==> src/rtl/ad_recover.sv <==
// ad_recover: majority-decodes a 128-bit block of 8 replicated
// 16-bit lanes back to one 8-bit sample and writes it to the DAC.
// Ports: ADC_CLK_90/rst_n/locked clock, reset and PLL qualifier;
//   data128_in/data128_valid decrypted block and its one-cycle pulse;
//   dac_data/dac_wr_n sample bus and active-low strobe;
//   led_open threshold LED; lane_bad per-lane corruption flags;
//   err_cnt saturating count of corrupt blocks; ovf sticky drop flag.
module ad_recover #(
    parameter int          DIV    = 8,
    parameter logic [7:0]  THRESH = 8'h0F
) (
    input  logic         ADC_CLK_90,
    input  logic         rst_n,
    input  logic         locked,
    input  logic [127:0] data128_in,
    input  logic         data128_valid,
    output logic [7:0]   dac_data,
    output logic         dac_wr_n,
    output logic         led_open,
    output logic [7:0]   lane_bad,
    output logic [15:0]  err_cnt,
    output logic         ovf
);

    localparam int             CW        = $clog2(DIV);
    localparam logic [CW-1:0]  SLOT_LAST = CW'(DIV - 1);

    if (DIV < 4 || (DIV & (DIV - 1)) != 0) begin : g_bad_div
        $error("ad_recover: DIV must be a power of 2, at least 4");
    end

    typedef enum logic [1:0] {
        IDLE,
        DECODE,
        WAIT_SLOT,
        WRITE
    } state_t;

    state_t         state;
    logic [CW-1:0]  slot;
    logic [127:0]   blk;
    logic [7:0]     dec_q;
    logic [7:0]     bad_q;
    logic [7:0]     dec_c;
    logic [7:0]     bad_c;
    logic [4:0]     pop;
    logic           wr_q;

    // Lane majority vote: 8 of 16 is a tie and resolves to 0.
    always_comb begin
        dec_c = '0;
        bad_c = '0;
        pop   = '0;
        for (int k = 0; k < 8; k++) begin
            pop = '0;
            for (int b = 0; b < 16; b++) begin
                pop = pop + 5'(blk[16*k+b]);
            end
            dec_c[k] = (pop >= 5'd9);
            bad_c[k] = (pop != 5'd0) && (pop != 5'd16);
        end
    end

    // The strobe register holds while unlocked, so gate it here to
    // keep the bus quiet; a held WRITE strobes once relock returns.
    assign dac_wr_n = wr_q | ~locked;

    always_ff @(posedge ADC_CLK_90 or negedge rst_n) begin
        if (!rst_n) begin
            state    <= IDLE;
            slot     <= '0;
            blk      <= '0;
            dec_q    <= '0;
            bad_q    <= '0;
            wr_q     <= 1'b1;
            dac_data <= '0;
            led_open <= 1'b0;
            lane_bad <= '0;
            err_cnt  <= '0;
            ovf      <= 1'b0;
        end else if (locked) begin
            slot <= slot + 1'b1;
            wr_q <= 1'b1;
            if (data128_valid && state != IDLE) begin
                ovf <= 1'b1;
            end
            unique case (state)
                IDLE: begin
                    if (data128_valid) begin
                        blk   <= data128_in;
                        state <= DECODE;
                    end
                end
                DECODE: begin
                    dec_q <= dec_c;
                    bad_q <= bad_c;
                    state <= WAIT_SLOT;
                end
                WAIT_SLOT: begin
                    // Outputs load on the edge into WRITE so the
                    // strobe sits in the WRITE cycle itself.
                    if (slot == SLOT_LAST) begin
                        state    <= WRITE;
                        wr_q     <= 1'b0;
                        dac_data <= dec_q;
                        lane_bad <= bad_q;
                        led_open <= (dec_q > THRESH);
                        if (bad_q != 8'd0 && err_cnt != 16'hFFFF) begin
                            err_cnt <= err_cnt + 16'd1;
                        end
                    end
                end
                WRITE: begin
                    state <= IDLE;
                end
                default: begin
                    state <= IDLE;
                end
            endcase
        end
    end

endmodule
==> config.mk <==
export PLATFORM = sky130hd
export DESIGN_NAME = ad_recover
export DESIGN_NICKNAME = d
export VERILOG_FILES = /design/src/rtl/ad_recover.sv
export SDC_FILE = /design/constraint.sdc
export NUM_CORES = 1
export LEC_CHECK = 0
export CORE_MARGIN = 3
export CORE_UTILIZATION = 55
export CTS_CLUSTER_SIZE = 24
export DETAILED_ROUTE_END_ITERATION = 8
export PLACE_DENSITY = 0.82
export SLEW_MARGIN = 20
export SYNTH_ARGS = -nofsm -noshare
export SYNTH_HDL_FRONTEND = slang
export SYNTH_SLANG_ARGS = --single-unit
export TNS_END_PERCENT = 1
==> constraint.sdc <==
create_clock -name ADC_CLK_90 -period 5.85 [get_ports ADC_CLK_90]
set_clock_uncertainty 0.05 [all_clocks]
set_input_delay 1.17 -clock ADC_CLK_90 [delete_from_list [all_inputs] [get_ports ADC_CLK_90]]
set_output_delay 1.17 -clock ADC_CLK_90 [all_outputs]
set_load 0.05 [all_outputs]
==> results_dict.tcl, run 1 <==
set metrics [dict create \
    run_status "complete, no violations" \
    die_h_microns 144 \
    finalCritPeriodShare 0.745 \
    grt_pass1_vias 6971 \
    coreArea_sq_mm 0.0183 \
    grt_pass1_wl_microns 32700 \
    dr_total_vias 6490 \
    routed_wirelength_microns 20000 \
    drive_gt1_frac 0.192 \
    final.min_clock_period_ns 4.36 \
    placed_area_sq_mm 0.0124 \
    hold_viol_final 0 \
    ys_seq_area_frac 0.440 \
    synth_area_sq_mm 0.0105 \
    dp_hpwl_microns 14900 \
    cts_setup_buffers 0 \
    cp.required_ns 6.09 \
    stdcell_area_sq_mm 0.0129 \
    syn_inst 851 \
    cts_buffers 17 \
    yosysUniqueCellTypes 43 \
    clock_latency_ns 0.42 \
    gp_congestion 0.767 \
    cts_resized 0 \
    dieArea_sq_mm 0.0207 \
    synth_nets 1109 \
    firstDrtPassIters 4 \
    antenna_found_initial 0 \
    n_antenna_cell 0 \
    utilization 0.706 \
    routed-wl-met2_microns 10400 \
    cts_sinks 184 \
    htree_levels 4 \
    grt_overflow 0 \
    worstMarginPinSlew_ns 0.981 \
    cts-root-buf "clkbuf_16" \
    ys_warn_count 0 \
    crit_type "reg -> reg" \
    synth_seq_cells 184 \
    layout_common_cells "183 x dfrtp_1, 180 x inv_1, 165 x clkdlybuf4s50_1" \
    nNetsFinal 1276 \
    slew_viol_final 0 \
    clkTransAtPathRegs_ns 0.07 \
    reg2reg_slack_ns 1.49 \
    yosysTopAreaCell "dfrtp_1" \
    cts_hold_buffers 0 \
    vias_per_cell 5.15 \
    cp-end-kind "flop" \
    first_iter_violations 211 \
    maxSlewHeadroom 0.346 \
    grt_max_degree 93 \
    start_kind "flop" \
    hp-class "reg -> reg" \
    syn-mean-instance-area_sq_um 12.3 \
    fillers 1298 \
    cts_tree "done" \
    wl_per_cell_microns 15.9 \
    std_cell_rows 49 \
    die_w_microns 144 \
    post-route-drc-count 0 \
    grt_setup_unrepaired "no" \
    synthTopCellsByArea "dfrtp_1 44%, mux2_2 16%, fa_1 15%" \
    ant_nets 0 \
    area.growth.synth_to_final_pct 23.6 \
    start_util 0.571 \
    wl_met3_microns 972 \
    fin_tns_setup_ns 0 \
    maxCapViolCount 0 \
    io_pins 167 \
    portBuffers 166 \
    routed.top_layer "met4" \
    grt_usage 0.201 \
    dp_slack_ns 1.47 \
    layout_setup_ws_ns 1.49 \
    setup_viol 0 \
    cp.arrival_ns 4.60 \
    yosysTopAreaCellShare 0.437 \
    wl_met1_microns 8410 \
    final_common_cell "dfrtp_1" \
    max_freq_ghz 0.229 \
    cts_buffer_depth 2 \
    cp_max_fo 3 \
]
## through the flow
step	hold WS, ns	instances
CTS	0.435	1260
floorplan	0.389	851
global route	0.444	1260
detailed placement	0.418	1228
global placement	0.408	1228
finish	0.435	1260
## cell usage after synthesis (all sizes together)
| cell type | count |
|---|---|
| a2111oi | 4 |
| a211o | 4 |
| a21o | 15 |
| a21oi | 21 |
| a22o | 3 |
| a311oi | 3 |
| a31o | 1 |
| a31oi | 4 |
| a32oi | 1 |
| and2 | 3 |
| and3 | 3 |
| and4 | 2 |
| buf | 14 |
| clkbuf | 9 |
| dfrtp | 183 |
| dfstp | 1 |
| fa | 80 |
| ha | 46 |
| inv | 180 |
| mux2 | 149 |
| nand2 | 15 |
| nand2b | 5 |
| nand3 | 8 |
| nand3b | 1 |
| nand4 | 5 |
| nor2 | 24 |
| nor2b | 2 |
| nor3 | 12 |
| nor4 | 4 |
| o211ai | 3 |
| o21a | 1 |
| o21ai | 8 |
| o221ai | 1 |
| o32a | 3 |
| o41ai | 3 |
| or3 | 2 |
| xnor2 | 9 |
| xor2 | 19 |
## layout make-up
cell class	count	area (sq um)	area share
Timing Repair Buffer	171	1700	0.132
Clock inverter	15	145	0.0112
Multi-Input combinational cell	464	5100	0.394
Sequential cell	184	4610	0.356
Tap cell	229	287	0.0221
Inverter	180	676	0.0522
Clock buffer	17	425	0.0329
## path summary, 6_finish.rpt
check	to	cells after the start	from
max in group asynchronous	dec_q[0]	2	rst_n
hold reg to reg	ovf	1	ovf
setup reg to reg	dec_q[5]	15	blk[91]
hold / removal	ovf	1	ovf
setup / recovery	dec_q[5]	15	blk[91]
min in group asynchronous	blk[46]	1	rst_n
## state kept, by name, summed over array words and instances (netlist names)
name,cells
dac_data,8
state,2
ovf,1
wr_q,1
slot,3
bad_q,8
dec_q,8
err_cnt,16
blk,128
lane_bad,8
led_open,1
## metal layers
layer  up-vias  GRT usage
li1       3099          -
met1      3238      0.248
met2       135      0.353
met3        18     0.0503
met4         0     0.0555
met5         -          0
## logic make-up (layout without fill, tap and decap cells)
family	after synthesis	after routing	synth area share
muxes	149	149	0.160
adders and majority gates	126	126	0.208
buffers and inverters	203	383	0.0744
AOI/OAI and AO/OA	75	75	0.0503
DFF	184	184	0.440
and+or+nand+nor	86	86	0.0443
xor gates and xnor gates	28	28	0.0234
## worst max-delay path, stage by stage (launching register included)
cell and delay (ns):
dfrtp_1 0.40, fa_1 0.53, inv_1 0.05, fa_1 0.48, inv_1 0.06, fa_1 0.48
inv_1 0.05, fa_1 0.47, inv_1 0.04, ha_1 0.20, fa_1 0.41, xor2_1 0.17
nor3_1 0.24, a31oi_1 0.07, a2111oi_0 0.42, nor2_1 0.10
Power of run 1 is not shown: default switching activity piles up to over one toggle a cycle in this logic, so the estimate is an artifact.
==> inputs of run 2 (changes only) <==
--- a/config.mk
+++ b/config.mk
@@ -6,10 +6,10 @@
 export NUM_CORES = 1
 export LEC_CHECK = 0
 export CORE_MARGIN = 3
-export CORE_UTILIZATION = 55
+export CORE_UTILIZATION = 49
 export CTS_CLUSTER_SIZE = 24
 export DETAILED_ROUTE_END_ITERATION = 8
-export PLACE_DENSITY = 0.82
+export PLACE_DENSITY = 0.77
 export SLEW_MARGIN = 20
 export SYNTH_ARGS = -nofsm -noshare
 export SYNTH_HDL_FRONTEND = slang
==> constraint.sdc (replaced) <==
create_clock -name ADC_CLK_90 -period 3.9 [get_ports ADC_CLK_90]
set_clock_uncertainty 0.05 [all_clocks]
set_input_delay 0.78 -clock ADC_CLK_90 [delete_from_list [all_inputs] [get_ports ADC_CLK_90]]
set_output_delay 0.78 -clock ADC_CLK_90 [all_outputs]
set_load 0.05 [all_outputs]
==> run 2 against run 1 <==
Compared with the run above:
- the run now ends with negative setup slack left
- highest routed layer unchanged
- register-to-register slack lost 1.6 ns
- critical endpoint is now dec_q[7]
- largest cell class unchanged
- hold slack lost 0.086 ns
- first-iteration DRC count grew 9.5%
- count of clock-buffer cells in the layout grew 1
- utilization shrank 6.6 points
- non-clock buffer count grew 4
- final cell count grew 3.6%
==> results_dict.tcl, run 2 (synthesis gave the netlist of run 1 again) <==
set metrics [dict create \
    run_status "complete, but fails checks" \
    violations "negative setup slack" \
    drive_gt1_frac 0.217 \
    gr-usage-met3 0.0392 \
    cp_max_fo 3 \
    n_antenna_cell 0 \
    antenna_found_initial 0 \
    cts-root-buf "clkbuf_16" \
    worstMarginPinSlew_ns 0.785 \
    busiest_layer "met2" \
    start_util 0.508 \
    slew_viol_final 0 \
    cp.required_ns 4.13 \
    grt_pass1_wl_microns 34900 \
    final_common_cell "dfrtp_1" \
    dieArea_sq_mm 0.0232 \
    std_cell_rows 52 \
    cts_tree "done" \
    vias_per_cell 4.95 \
    grt_setup_unrepaired "yes" \
    final.min_clock_period_ns 4.04 \
    fin_tns_setup_ns -0.636 \
    grt_pass1_vias 7066 \
    io_pins 167 \
    setup_viol 9 \
    firstDrtPassIters 4 \
    nNetsFinal 1280 \
    crit_type "reg -> reg" \
    layout_setup_ws_ns -0.136 \
    die_w_microns 152 \
    clkTransAtPathRegs_ns 0.07 \
    cp-end-kind "flop" \
    hp-class "in -> async" \
    cts_hold_buffers 0 \
    first_iter_violations 231 \
    largest-register "blk" \
    hold_viol_final 0 \
    die_h_microns 152 \
    grt_util_met2 0.319 \
    grt_overflow 0 \
    coreArea_sq_mm 0.0206 \
    area.growth.synth_to_final_pct 26.1 \
    dp_hpwl_microns 14900 \
    clock_latency_ns 0.43 \
    grt_max_degree 129 \
    maxSlewHeadroom 0.477 \
    grt_usage 0.184 \
    largest_register_ffs 128 \
    post-route-drc-count 0 \
    met1_usage 0.235 \
    portBuffers 166 \
    htree_levels 4 \
    max_freq_ghz 0.248 \
    cts_buffers 17 \
    wl_per_cell_microns 15.4 \
    start_kind "flop" \
    reg_top3 "blk: 128 flops, err_cnt: 16 flops" \
    dr_total_vias 6460 \
    finalCritPeriodShare 1.03 \
    gp_congestion 0.802 \
    cts_sinks 184 \
    maxCapViolCount 0 \
    cts_buffer_depth 2 \
    cp.arrival_ns 4.27 \
    routed_wirelength_microns 20100 \
    layout_common_cells "183 x dfrtp_1, 179 x inv_1, 164 x clkdlybuf4s50_1" \
    ant_nets 0 \
]
run 2: cell count changes in the layout (fill, tap and decap cells not counted), moves of 3 or more:
cell       delta
clkinv_2      +3
clkinv_4      -4
nor3_1        -7
a2111oi_0     -3
fa_1          -8
bufinv_16     +4
fa_2          +8
ha_1          -4
buf_4         +3
nor3_2        +7
run 2: per-layer routing:
layer,wire length [microns],share of wire,vias to the layer above
li1,-,-,3106
met1,8680,0.43,3231
met2,10400,0.52,107
met3,756,0.038,16
met4,269,0.013,0
met5,0,0,-
run 2: worst max-delay path, stage by stage (launching register included):
cell	delay [ns]
dfrtp_1	0.42
fa_1	0.55
inv_1	0.05
fa_1	0.47
inv_1	0.05
fa_1	0.47
inv_1	0.05
fa_1	0.48
inv_1	0.04
ha_1	0.21
fa_2	0.36
xor2_1	0.15
or3_1	0.34
a21oi_1	0.14
o41ai_1	0.08
run 2: what timing repair did:
action	CTS	global route
pin swaps	2	2
gates resized for setup	13	15
endpoints found under the hold margin	0	0
setup buffers	0	0
endpoints found under the setup margin	14	16
run 2: cell type report:
cell class                      count  area, sq um
Timing Repair Buffer              175         1760
Inverter                          180          676
Clock inverter                     14          195
Fill cell                        1598         7420
Clock buffer                       18          429
Tap cell                          270          338
Multi-Input combinational cell    464         5210
Sequential cell                   184         4610
run 2: worst paths after layout:
check,slack (ns),from,end,depth (start not counted)
worst max-delay path,-0.14,blk[123],dec_q[7],14
worst min-delay path,0.35,rst_n,err_cnt[15],1
worst max register to register,-0.14,blk[123],dec_q[7],14
worst min register to register,0.43,ovf,ovf,1
max in group asynchronous,2.53,rst_n,bad_q[1],2
min in group ADC_CLK_90,0.43,ovf,ovf,1
run 2: through the flow:
step / utilization / std cells / instance area (sq um) / setup slack [ns] / hold WS (ns)
final: 0.640 / 1305 / 13200 / -0.136 / 0.350
after global routing: 0.640 / 1305 / 13200 / -0.286 / 0.433
after CTS: 0.637 / 1305 / 13100 / -0.210 / 0.407
after detailed placement: 0.605 / 1273 / 12500 / -0.273 / 0.419
after global placement: 0.605 / 1273 / 12500 / -0.117 / 0.402
after floorplan: - / 851 / 10500 / -0.00448 / 0.389
Power of run 2 is left out for the same reason.
==> inputs of run 3 (changes only) <==
--- a/config.mk
+++ b/config.mk
@@ -5,6 +5,7 @@
 export SDC_FILE = /design/constraint.sdc
 export NUM_CORES = 1
 export LEC_CHECK = 0
+export CAP_MARGIN = 20
 export CORE_MARGIN = 3
 export CORE_UTILIZATION = 49
 export CTS_CLUSTER_SIZE = 24
==> results of run 3 <==
The final DEF is identical to that of run 2; final timing and power are the same.
Power of run 3 is left out for the same reason.
